File: src/rtl/kitt_pkg.sv
// Shared types and constants for the KITT scanner sequencer.
package kitt_pkg;

    typedef enum logic [1:0] {
        StIdle,
        StRunUp,
        StRunDown
    } kitt_state_e;

    localparam int unsigned DefStepCycles = 1000000;
    localparam int unsigned DefPwmBits    = 4;

    // Tail duty cycle expressed as a right-shift of the PWM period: prev1 1/2, prev2 1/4.
    localparam int unsigned Prev1Shift = 1;
    localparam int unsigned Prev2Shift = 2;

endpackage

File: src/rtl/kitt_prescaler.sv
// Reloading step-rate down-counter; step_tick is high in the cycle the count sits at zero.
module kitt_prescaler
    import kitt_pkg::*;
#(
    parameter int unsigned STEP_CYCLES = DefStepCycles,
    parameter int unsigned CNT_W       = $clog2(STEP_CYCLES)
) (
    input  logic       clk,
    input  logic       rst_n,
    input  logic       load,
    input  logic       run,
    input  logic [1:0] speed,
    output logic       step_tick
);

    logic [CNT_W-1:0] cnt_d, cnt_q;
    logic [CNT_W-1:0] reload;
    logic [31:0]      period;

    // speed only matters at reload, so a mid-step change waits for the next step.
    always_comb begin
        period    = STEP_CYCLES >> speed;
        reload    = CNT_W'(period - 32'd1);
        step_tick = run && (cnt_q == '0);
        cnt_d     = cnt_q;
        if (load || step_tick) begin
            cnt_d = reload;
        end else if (run) begin
            cnt_d = cnt_q - CNT_W'(1);
        end
    end

    always_ff @(posedge clk or negedge rst_n) begin
        if (!rst_n) begin
            cnt_q <= '0;
        end else begin
            cnt_q <= cnt_d;
        end
    end

endmodule

File: src/rtl/kitt_sequencer.sv
// KITT scanning-light sequencer. Define KITT_TAIL_EN to add the two-position PWM-faded tail.
module kitt_sequencer
    import kitt_pkg::*;
#(
    parameter int unsigned N_LEDS      = 8,
    parameter int unsigned STEP_CYCLES = DefStepCycles,
    parameter int unsigned PWM_BITS    = DefPwmBits
) (
    input  logic                      clk,
    input  logic                      rst_n,
    input  logic                      ena,
    input  logic [1:0]                speed,
    output logic [N_LEDS-1:0]         led,
    output logic [$clog2(N_LEDS)-1:0] pos,
    output logic                      dir
);

    localparam int unsigned POS_W = $clog2(N_LEDS);
    localparam logic [POS_W-1:0] LastPos = POS_W'(N_LEDS - 1);

    kitt_state_e      state_d, state_q;
    logic [POS_W-1:0] head_d, head_q;
    logic             load, run, step_tick;
    logic [N_LEDS-1:0] head_mask, tail_mask;
    logic [N_LEDS-1:0] led_d, led_q;
    logic [POS_W-1:0]  pos_d, pos_q;
    logic              dir_d, dir_q;

    assign load = ena && (state_q == StIdle);
    assign run  = ena && (state_q != StIdle);

    kitt_prescaler #(
        .STEP_CYCLES (STEP_CYCLES)
    ) u_prescaler (
        .clk       (clk),
        .rst_n     (rst_n),
        .load      (load),
        .run       (run),
        .speed     (speed),
        .step_tick (step_tick)
    );

    // Dropping ena wins over a coincident step_tick.
    always_comb begin
        state_d = state_q;
        head_d  = head_q;
        unique case (state_q)
            StIdle: begin
                head_d = '0;
                if (ena) state_d = StRunUp;
            end
            StRunUp: begin
                if (!ena) begin
                    state_d = StIdle;
                    head_d  = '0;
                end else if (step_tick) begin
                    if (head_q == LastPos) begin
                        head_d  = LastPos - POS_W'(1);
                        state_d = StRunDown;
                    end else begin
                        head_d = head_q + POS_W'(1);
                    end
                end
            end
            StRunDown: begin
                if (!ena) begin
                    state_d = StIdle;
                    head_d  = '0;
                end else if (step_tick) begin
                    if (head_q == '0) begin
                        head_d  = POS_W'(1);
                        state_d = StRunUp;
                    end else begin
                        head_d = head_q - POS_W'(1);
                    end
                end
            end
            default: begin
                state_d = StIdle;
                head_d  = '0;
            end
        endcase
    end

    always_ff @(posedge clk or negedge rst_n) begin
        if (!rst_n) begin
            state_q <= StIdle;
            head_q  <= '0;
        end else begin
            state_q <= state_d;
            head_q  <= head_d;
        end
    end

    assign head_mask = N_LEDS'(1) << head_q;

`ifdef KITT_TAIL_EN
    localparam logic [PWM_BITS-1:0] Prev1Lim = PWM_BITS'(1) << (PWM_BITS - Prev1Shift);
    localparam logic [PWM_BITS-1:0] Prev2Lim = PWM_BITS'(1) << (PWM_BITS - Prev2Shift);

    logic [POS_W-1:0]    prev1_d, prev1_q, prev2_d, prev2_q;
    logic                prev1_vld_d, prev1_vld_q, prev2_vld_d, prev2_vld_q;
    logic [PWM_BITS-1:0] pwm_d, pwm_q;

    // Overlap with the head at an end bounce is harmless: the OR keeps the head fully lit.
    always_comb begin
        pwm_d       = pwm_q + PWM_BITS'(1);
        prev1_d     = prev1_q;
        prev2_d     = prev2_q;
        prev1_vld_d = prev1_vld_q;
        prev2_vld_d = prev2_vld_q;
        if (load) begin
            prev1_vld_d = 1'b0;
            prev2_vld_d = 1'b0;
        end else if (run && step_tick) begin
            prev2_d     = prev1_q;
            prev2_vld_d = prev1_vld_q;
            prev1_d     = head_q;
            prev1_vld_d = 1'b1;
        end
        tail_mask = '0;
        if (prev1_vld_q && (pwm_q < Prev1Lim)) tail_mask = tail_mask | (N_LEDS'(1) << prev1_q);
        if (prev2_vld_q && (pwm_q < Prev2Lim)) tail_mask = tail_mask | (N_LEDS'(1) << prev2_q);
    end

    always_ff @(posedge clk or negedge rst_n) begin
        if (!rst_n) begin
            pwm_q       <= '0;
            prev1_q     <= '0;
            prev2_q     <= '0;
            prev1_vld_q <= 1'b0;
            prev2_vld_q <= 1'b0;
        end else begin
            pwm_q       <= pwm_d;
            prev1_q     <= prev1_d;
            prev2_q     <= prev2_d;
            prev1_vld_q <= prev1_vld_d;
            prev2_vld_q <= prev2_vld_d;
        end
    end
`else
    assign tail_mask = '0;
`endif

    always_comb begin
        led_d = '0;
        pos_d = '0;
        dir_d = 1'b1;
        if (state_q != StIdle) begin
            led_d = head_mask | tail_mask;
            pos_d = head_q;
            dir_d = (state_q == StRunUp);
        end
    end

    always_ff @(posedge clk or negedge rst_n) begin
        if (!rst_n) begin
            led_q <= '0;
            pos_q <= '0;
            dir_q <= 1'b1;
        end else begin
            led_q <= led_d;
            pos_q <= pos_d;
            dir_q <= dir_d;
        end
    end

    assign led = led_q;
    assign pos = pos_q;
    assign dir = dir_q;

endmodule
File: config.mk
export PLATFORM = sky130hd
export DESIGN_NAME = kitt_sequencer
export DESIGN_NICKNAME = d
export VERILOG_FILES = /design/src/rtl/kitt_pkg.sv /design/src/rtl/kitt_prescaler.sv /design/src/rtl/kitt_sequencer.sv
export SDC_FILE = /design/constraint.sdc
export NUM_CORES = 1
export LEC_CHECK = 0
export ABC_AREA = 0
export CORE_UTILIZATION = 40
export CTS_BUF_LIST = sky130_fd_sc_hd__clkbuf_4
export DETAILED_ROUTE_END_ITERATION = 7
export PLACE_DENSITY = 0.58
export SLEW_MARGIN = 20
export SYNTH_ARGS = -nofsm -noshare
export SYNTH_HDL_FRONTEND = slang
export SYNTH_SLANG_ARGS = --single-unit
export TNS_END_PERCENT = 1
File: constraint.sdc
create_clock -name clk -period 8.2 [get_ports clk]
set_input_delay 1.23 -clock clk [delete_from_list [all_inputs] [get_ports clk]]
set_output_delay 1.23 -clock clk [all_outputs]
set_load 0.02 [all_outputs]
# After elaboration in Yosys (flattened, before gate mapping)
# Index checks and enable logic that the tools add are counted.
# totals
wordCells	51
inputBits	5
out_inout_bits	12
register_bits	37
# op_classes
shifts	2
add_sub_neg	4
n_reduce_logical	11
eq_ne	8
muxes	20
# op_table
cell	n
$mux 20	2
$sub 20x1->20 const B	2
$mux 3	7
$logic_not 20->1	1
$shr 20x2->20 const A	1
$mux 2	7
$ne 3x3->1 const B	4
$mux 8	1
$shl 1x3->8 const A	1
$pmux 2 s3	1
$pmux 3 s2	1
$reduce_and 5->1	1
$reduce_bool 2->1	2
$add 3x1->3 const B	1
$eq 3x3->1 const B	1
$logic_and 1x1->1	3
$logic_not 3->1	1
$sub 3x1->3 const B	1
$eq 2x1->1 const B	1
$eq 2x2->1 const B	1
$logic_not 2->1	1
$ne 2x2->1 const B	1
$reduce_and 2->1	1
$logic_or 1x1->1	1
$mux 1	1

# Depth between registers and ports, before layout
# depth
depth_word	6
ltp_mapped	14
ltp_nobuf	11

# By module
# From an unflattened synthesis, not the netlist that was laid out.
# hier_totals
cells_unflattened	257
hier_area_um2	2426.1
# by_module_without_submodules
module	cells_per_inst	n_inst	area_per_inst_um2	seq_area_each_um2
kitt_prescaler	178	1	1566.5	500.5
kitt_sequencer	79	1	859.6	426.7

# Worst setup path before layout
# No wires, ideal clock.
# synth_path
path_kind	input to register
from	in ena
to	reg u_prescaler.cnt_q[12]
required_ns	8.076
setup_slack_ns	3.656
setup_time_ns	0.124
path_stages	12
n_path_buf	3
t_arrival_ns	4.420
cell_sequence	clkbuf_1 nand2b_1 or4_1 o31a_1 buf_2 nand2_1 ha_1 or4b_2 clkbuf_1 nor4_1 o21ai_0 a211o_1
# synth_via
elab_chain_len	4
elab_cells_between_ends	6
cone_classes	mux: 1; reduce/logical: 5
# synth_rtl
item	line	rtl
start: declaration	kitt_sequencer.sv:11	input logic ena,
$logic_and 1x1->1	kitt_sequencer.sv:30	assign run = ena && (state_q != StIdle);
$logic_and 1x1->1	kitt_prescaler.sv:24	step_tick = run && (cnt_q == '0);
$logic_or 1x1->1	kitt_prescaler.sv:26	if (load || step_tick) begin
$mux 20 or $reduce_bool 2->1 (tied branches)	-	
end signal: assignment	kitt_prescaler.sv:37	cnt_q <= cnt_d;
end: declaration	kitt_prescaler.sv:16	logic [CNT_W-1:0] cnt_d, cnt_q;
# Several ways; a longest one is shown, not always the timed one.
# A chain may end at the register's enable or synchronous reset.

# Worst setup path in the final report
# Ends and elaborated chain as after synthesis.

==> flow_metrics.tcl <==
set metrics [dict create \
    r2r_end "u_prescaler.cnt_q[12]" \
    worst_ep_required_time_ns 8.50 \
    post_drt_wl_per_cell_um 14.6 \
    regToRegSetupSlack_ns 3.66 \
    critPathCaptureType "flip-flop" \
    clk_transition_reported_paths_ns 0.11 \
    num_rows 27 \
    syn_nets 272 \
    initial_standard_cell_utilization_of_the_core 0.419 \
    post_synth_edffs 0 \
    yosysWarningCount 0 \
    timing_max_transition_violations_final 0 \
    finalInstanceArea_mm2 0.00258 \
    syn_avg_cell_area_um2 9.24 \
    die_y_um 78.2 \
    synth.yosys.seq_area_share 0.400 \
    coreArea_mm2 0.00554 \
    power.density_mw_per_mm2 270 \
    critPathLaunchType "input port" \
    synth.largest_area_cell "sky130_fd_sc_hd__dfrtp_1" \
    grt_max_degree 38 \
    launch_instance_of_the_worst_register_to_register_path "u_prescaler.cnt_q[1]" \
    fmax_mhz 198 \
    timing.reg2reg.worst_path_depth 11 \
    place_congestion 0.852 \
    grt_use_total 0.175 \
    grt_antenna_before_repair 0 \
    max-slew-margin-rel 0.442 \
    syn_area_mm2 0.00232 \
    synthCells 251 \
    cts-hold-fix-buffers 0 \
    drt_first_pass_iters 4 \
    setup_violations 0 \
    area.growth.synth_to_final_pct 11.2 \
    worst_hold_path.num_cells 2 \
    asyncSetResetFlopFracSynth 1.00 \
    synth.lib_cells_used.distinct 51 \
    status "finished, final reports clean" \
    htree_levels 2 \
    synth_flop_cell "sky130_fd_sc_hd__dfrtp_1" \
    signal_arrival_time_at_the_worst_endpoint_ns 5.35 \
    cts-resized-gates 0 \
    totalWireLength_mm 4.88 \
    first_global_vias 1650 \
    worst-path-max-fanout 37 \
    finalCoreUtilization 0.465 \
    port-buffer-count 16 \
    die_width_um 78.2 \
    yosys_register_bits 37 \
    post_dr_vias_cell 5.45 \
    detailedRoute.firstIterationViolations 111 \
    min_from "u_prescaler.cnt_q[19]" \
    synth_top_cell_area_share 0.388 \
    cap_violations 0 \
    global_route_wire_length_before_repair_mm 8.29 \
    vias 1825 \
    holdPathEnd "u_prescaler.cnt_q[19]" \
    nets 283 \
    tns_ns 0 \
    cts.sinks 37 \
    worst-slew-pin-transition_ns 0.837 \
    power.ir.vdd_worst_v 0.000132 \
    layout-drive-gt1-share 0.0875 \
    antennaDiodeCount 0 \
    holdCritPathClass "reg -> reg" \
    rsz0062_at_grt "false" \
    clk-insertion-delay-late_ns 0.35 \
    dpl_cell_area_mm2 0.00252 \
    cts.path.max_buffers 2 \
    criticalPathCategory "in -> reg" \
    hold_viol_final 0 \
    drt_drc_violations_left 0 \
    cts_tree "done" \
    skew_ns 0.0116 \
    totalPowerFinal_uw 697 \
    top_level_ports 17 \
    die-area_mm2 0.00611 \
    post_cts.repair.setup_buffers 0 \
    detailed_place_hpwl_mm 3.38 \
    timing.final.crit_share 0.616 \
    final_antenna_net_count 0 \
    numCtsBuffers 5 \
    final.min_clock_period_ns 5.05 \
    largest_cells_by_area_after_synthesis "sky130_fd_sc_hd__dfrtp_1 39%, sky130_fd_sc_hd__ha_1 8.6%, sky130_fd_sc_hd__nor2_1 3.9%" \
    cts.root.buffer_cell "sky130_fd_sc_hd__clkbuf_4" \
    cellLeakagePower_nw 1.13 \
    grt_remaining_overflow 0 \
]
## cell type report
| cell class | count | area [um^2] |
|---|---|---|
| tap | 72 | 90.1 |
| fill | 568 | 2960 |
| inverter | 18 | 67.6 |
| timing repair buffer | 19 | 178 |
| clock buffer | 8 | 60.1 |
| sequential | 37 | 927 |
| multi-input combinational | 181 | 1260 |
## Yosys cell counts (all sizes together) (2+ instances only)
| cell | instances |
|---|---|
| nand2b | 4 |
| inv | 17 |
| or4b | 2 |
| mux2 | 4 |
| buf | 5 |
| nand3 | 3 |
| nor4 | 8 |
| nor2 | 24 |
| o221a | 2 |
| a211o | 2 |
| nand2 | 15 |
| nor2b | 4 |
| mux2i | 7 |
| dfrtp | 36 |
| a22o | 3 |
| a21o | 3 |
| nand4 | 4 |
| xnor2 | 3 |
| a21oi | 8 |
| o21ai | 17 |
| a32o | 4 |
| o211ai | 2 |
| nor3b | 2 |
| clkbuf | 10 |
| a31oi | 2 |
| xor2 | 4 |
| nor3 | 9 |
| nand4b | 2 |
| ha | 16 |
| and2 | 4 |
| and3 | 4 |
| or4 | 5 |
## cell usage in the layout, fill, tap and decap left out, types with 2 or more instances in the layout
cell type / count
sky130_fd_sc_hd__o221a_2: 2
sky130_fd_sc_hd__xor2_1: 4
sky130_fd_sc_hd__inv_1: 17
sky130_fd_sc_hd__a32o_1: 4
sky130_fd_sc_hd__and2_1: 4
sky130_fd_sc_hd__mux2_2: 4
sky130_fd_sc_hd__nand2b_1: 4
sky130_fd_sc_hd__buf_4: 3
sky130_fd_sc_hd__a22o_1: 3
sky130_fd_sc_hd__ha_1: 16
sky130_fd_sc_hd__nand4_1: 4
sky130_fd_sc_hd__clkbuf_4: 8
sky130_fd_sc_hd__xnor2_1: 3
sky130_fd_sc_hd__dfrtp_1: 36
sky130_fd_sc_hd__nand3_1: 3
sky130_fd_sc_hd__nor3_1: 9
sky130_fd_sc_hd__nor2_1: 24
sky130_fd_sc_hd__nand4b_1: 2
sky130_fd_sc_hd__a211o_1: 2
sky130_fd_sc_hd__o211ai_1: 2
sky130_fd_sc_hd__clkdlybuf4s50_1: 15
sky130_fd_sc_hd__o21ai_0: 17
sky130_fd_sc_hd__nand2_1: 15
sky130_fd_sc_hd__a21o_1: 3
sky130_fd_sc_hd__and3_1: 4
sky130_fd_sc_hd__or4_1: 5
sky130_fd_sc_hd__a31oi_1: 2
sky130_fd_sc_hd__mux2i_1: 7
sky130_fd_sc_hd__or4b_2: 2
sky130_fd_sc_hd__nor4_1: 8
sky130_fd_sc_hd__nor3b_1: 2
sky130_fd_sc_hd__a21oi_1: 8
sky130_fd_sc_hd__nor2b_1: 4
## critical path, stage by stage
cell and delay, ns:
sky130_fd_sc_hd__clkdlybuf4s50_1 0.46, sky130_fd_sc_hd__buf_4 0.31, sky130_fd_sc_hd__nand2b_1 0.15, sky130_fd_sc_hd__or4_1 0.51, sky130_fd_sc_hd__o31a_1 0.27, sky130_fd_sc_hd__buf_4 0.22, sky130_fd_sc_hd__nand2_1 0.11, sky130_fd_sc_hd__ha_1 0.19
sky130_fd_sc_hd__or4b_2 0.70, sky130_fd_sc_hd__nor4_1 0.65, sky130_fd_sc_hd__and2_1 0.24, sky130_fd_sc_hd__nor3b_1 0.18, sky130_fd_sc_hd__a211o_1 0.12
## registers in the layout, summed over array words and instances, names as in the netlist
register	flops
u_prescaler.cnt_q	20
led	8
head_q	3
pos	3
state_q	2
dir	1
## worst max path at each step
stage                     start               endpoint  depth (start not counted)
after global placement      ena  u_prescaler.cnt_q[12]                         12
after floorplan             ena  u_prescaler.cnt_q[12]                         12
final                       ena  u_prescaler.cnt_q[12]                         13
after global routing        ena  u_prescaler.cnt_q[12]                         13
after detailed placement    ena  u_prescaler.cnt_q[12]                         13
after CTS                   ena  u_prescaler.cnt_q[12]                         13
## report_power, final
group	leakage (nW)	switching, mW	internal (mW)
Sequential	0.466	0.0557	0.239
Clock	0.0368	0.0607	0.0441
Combinational	0.627	0.171	0.127
Total	1.13	0.287	0.410
## kinds of logic after synthesis
group	share of synthesized area
buf+inv	0.0588
simple gates	0.212
flops	0.400
mux	0.0496
compound gates	0.167
xor+xnor	0.0264
fa+ha+maj	0.0863
## metal layers
layer	vias to the layer above	share of wire	global-route usage
met3	6	0.029	0.0372
met4	0	0.012	0.0704
met5	-	0	0
met2	31	0.44	0.249
met1	860	0.52	0.256
li1	928	-	-
## through the flow
stage | setup WS (ns) | hold slack (ns) | instances
after floorplan | 3.66 | 0.461 | 251
after global placement | 2.88 | 0.498 | 327
after detailed placement | 2.77 | 0.486 | 327
after CTS | 3.14 | 0.520 | 335
after global routing | 2.84 | 0.552 | 335
final | 3.15 | 0.519 | 335
No activity file was read; power rests on OpenSTA's default activity.
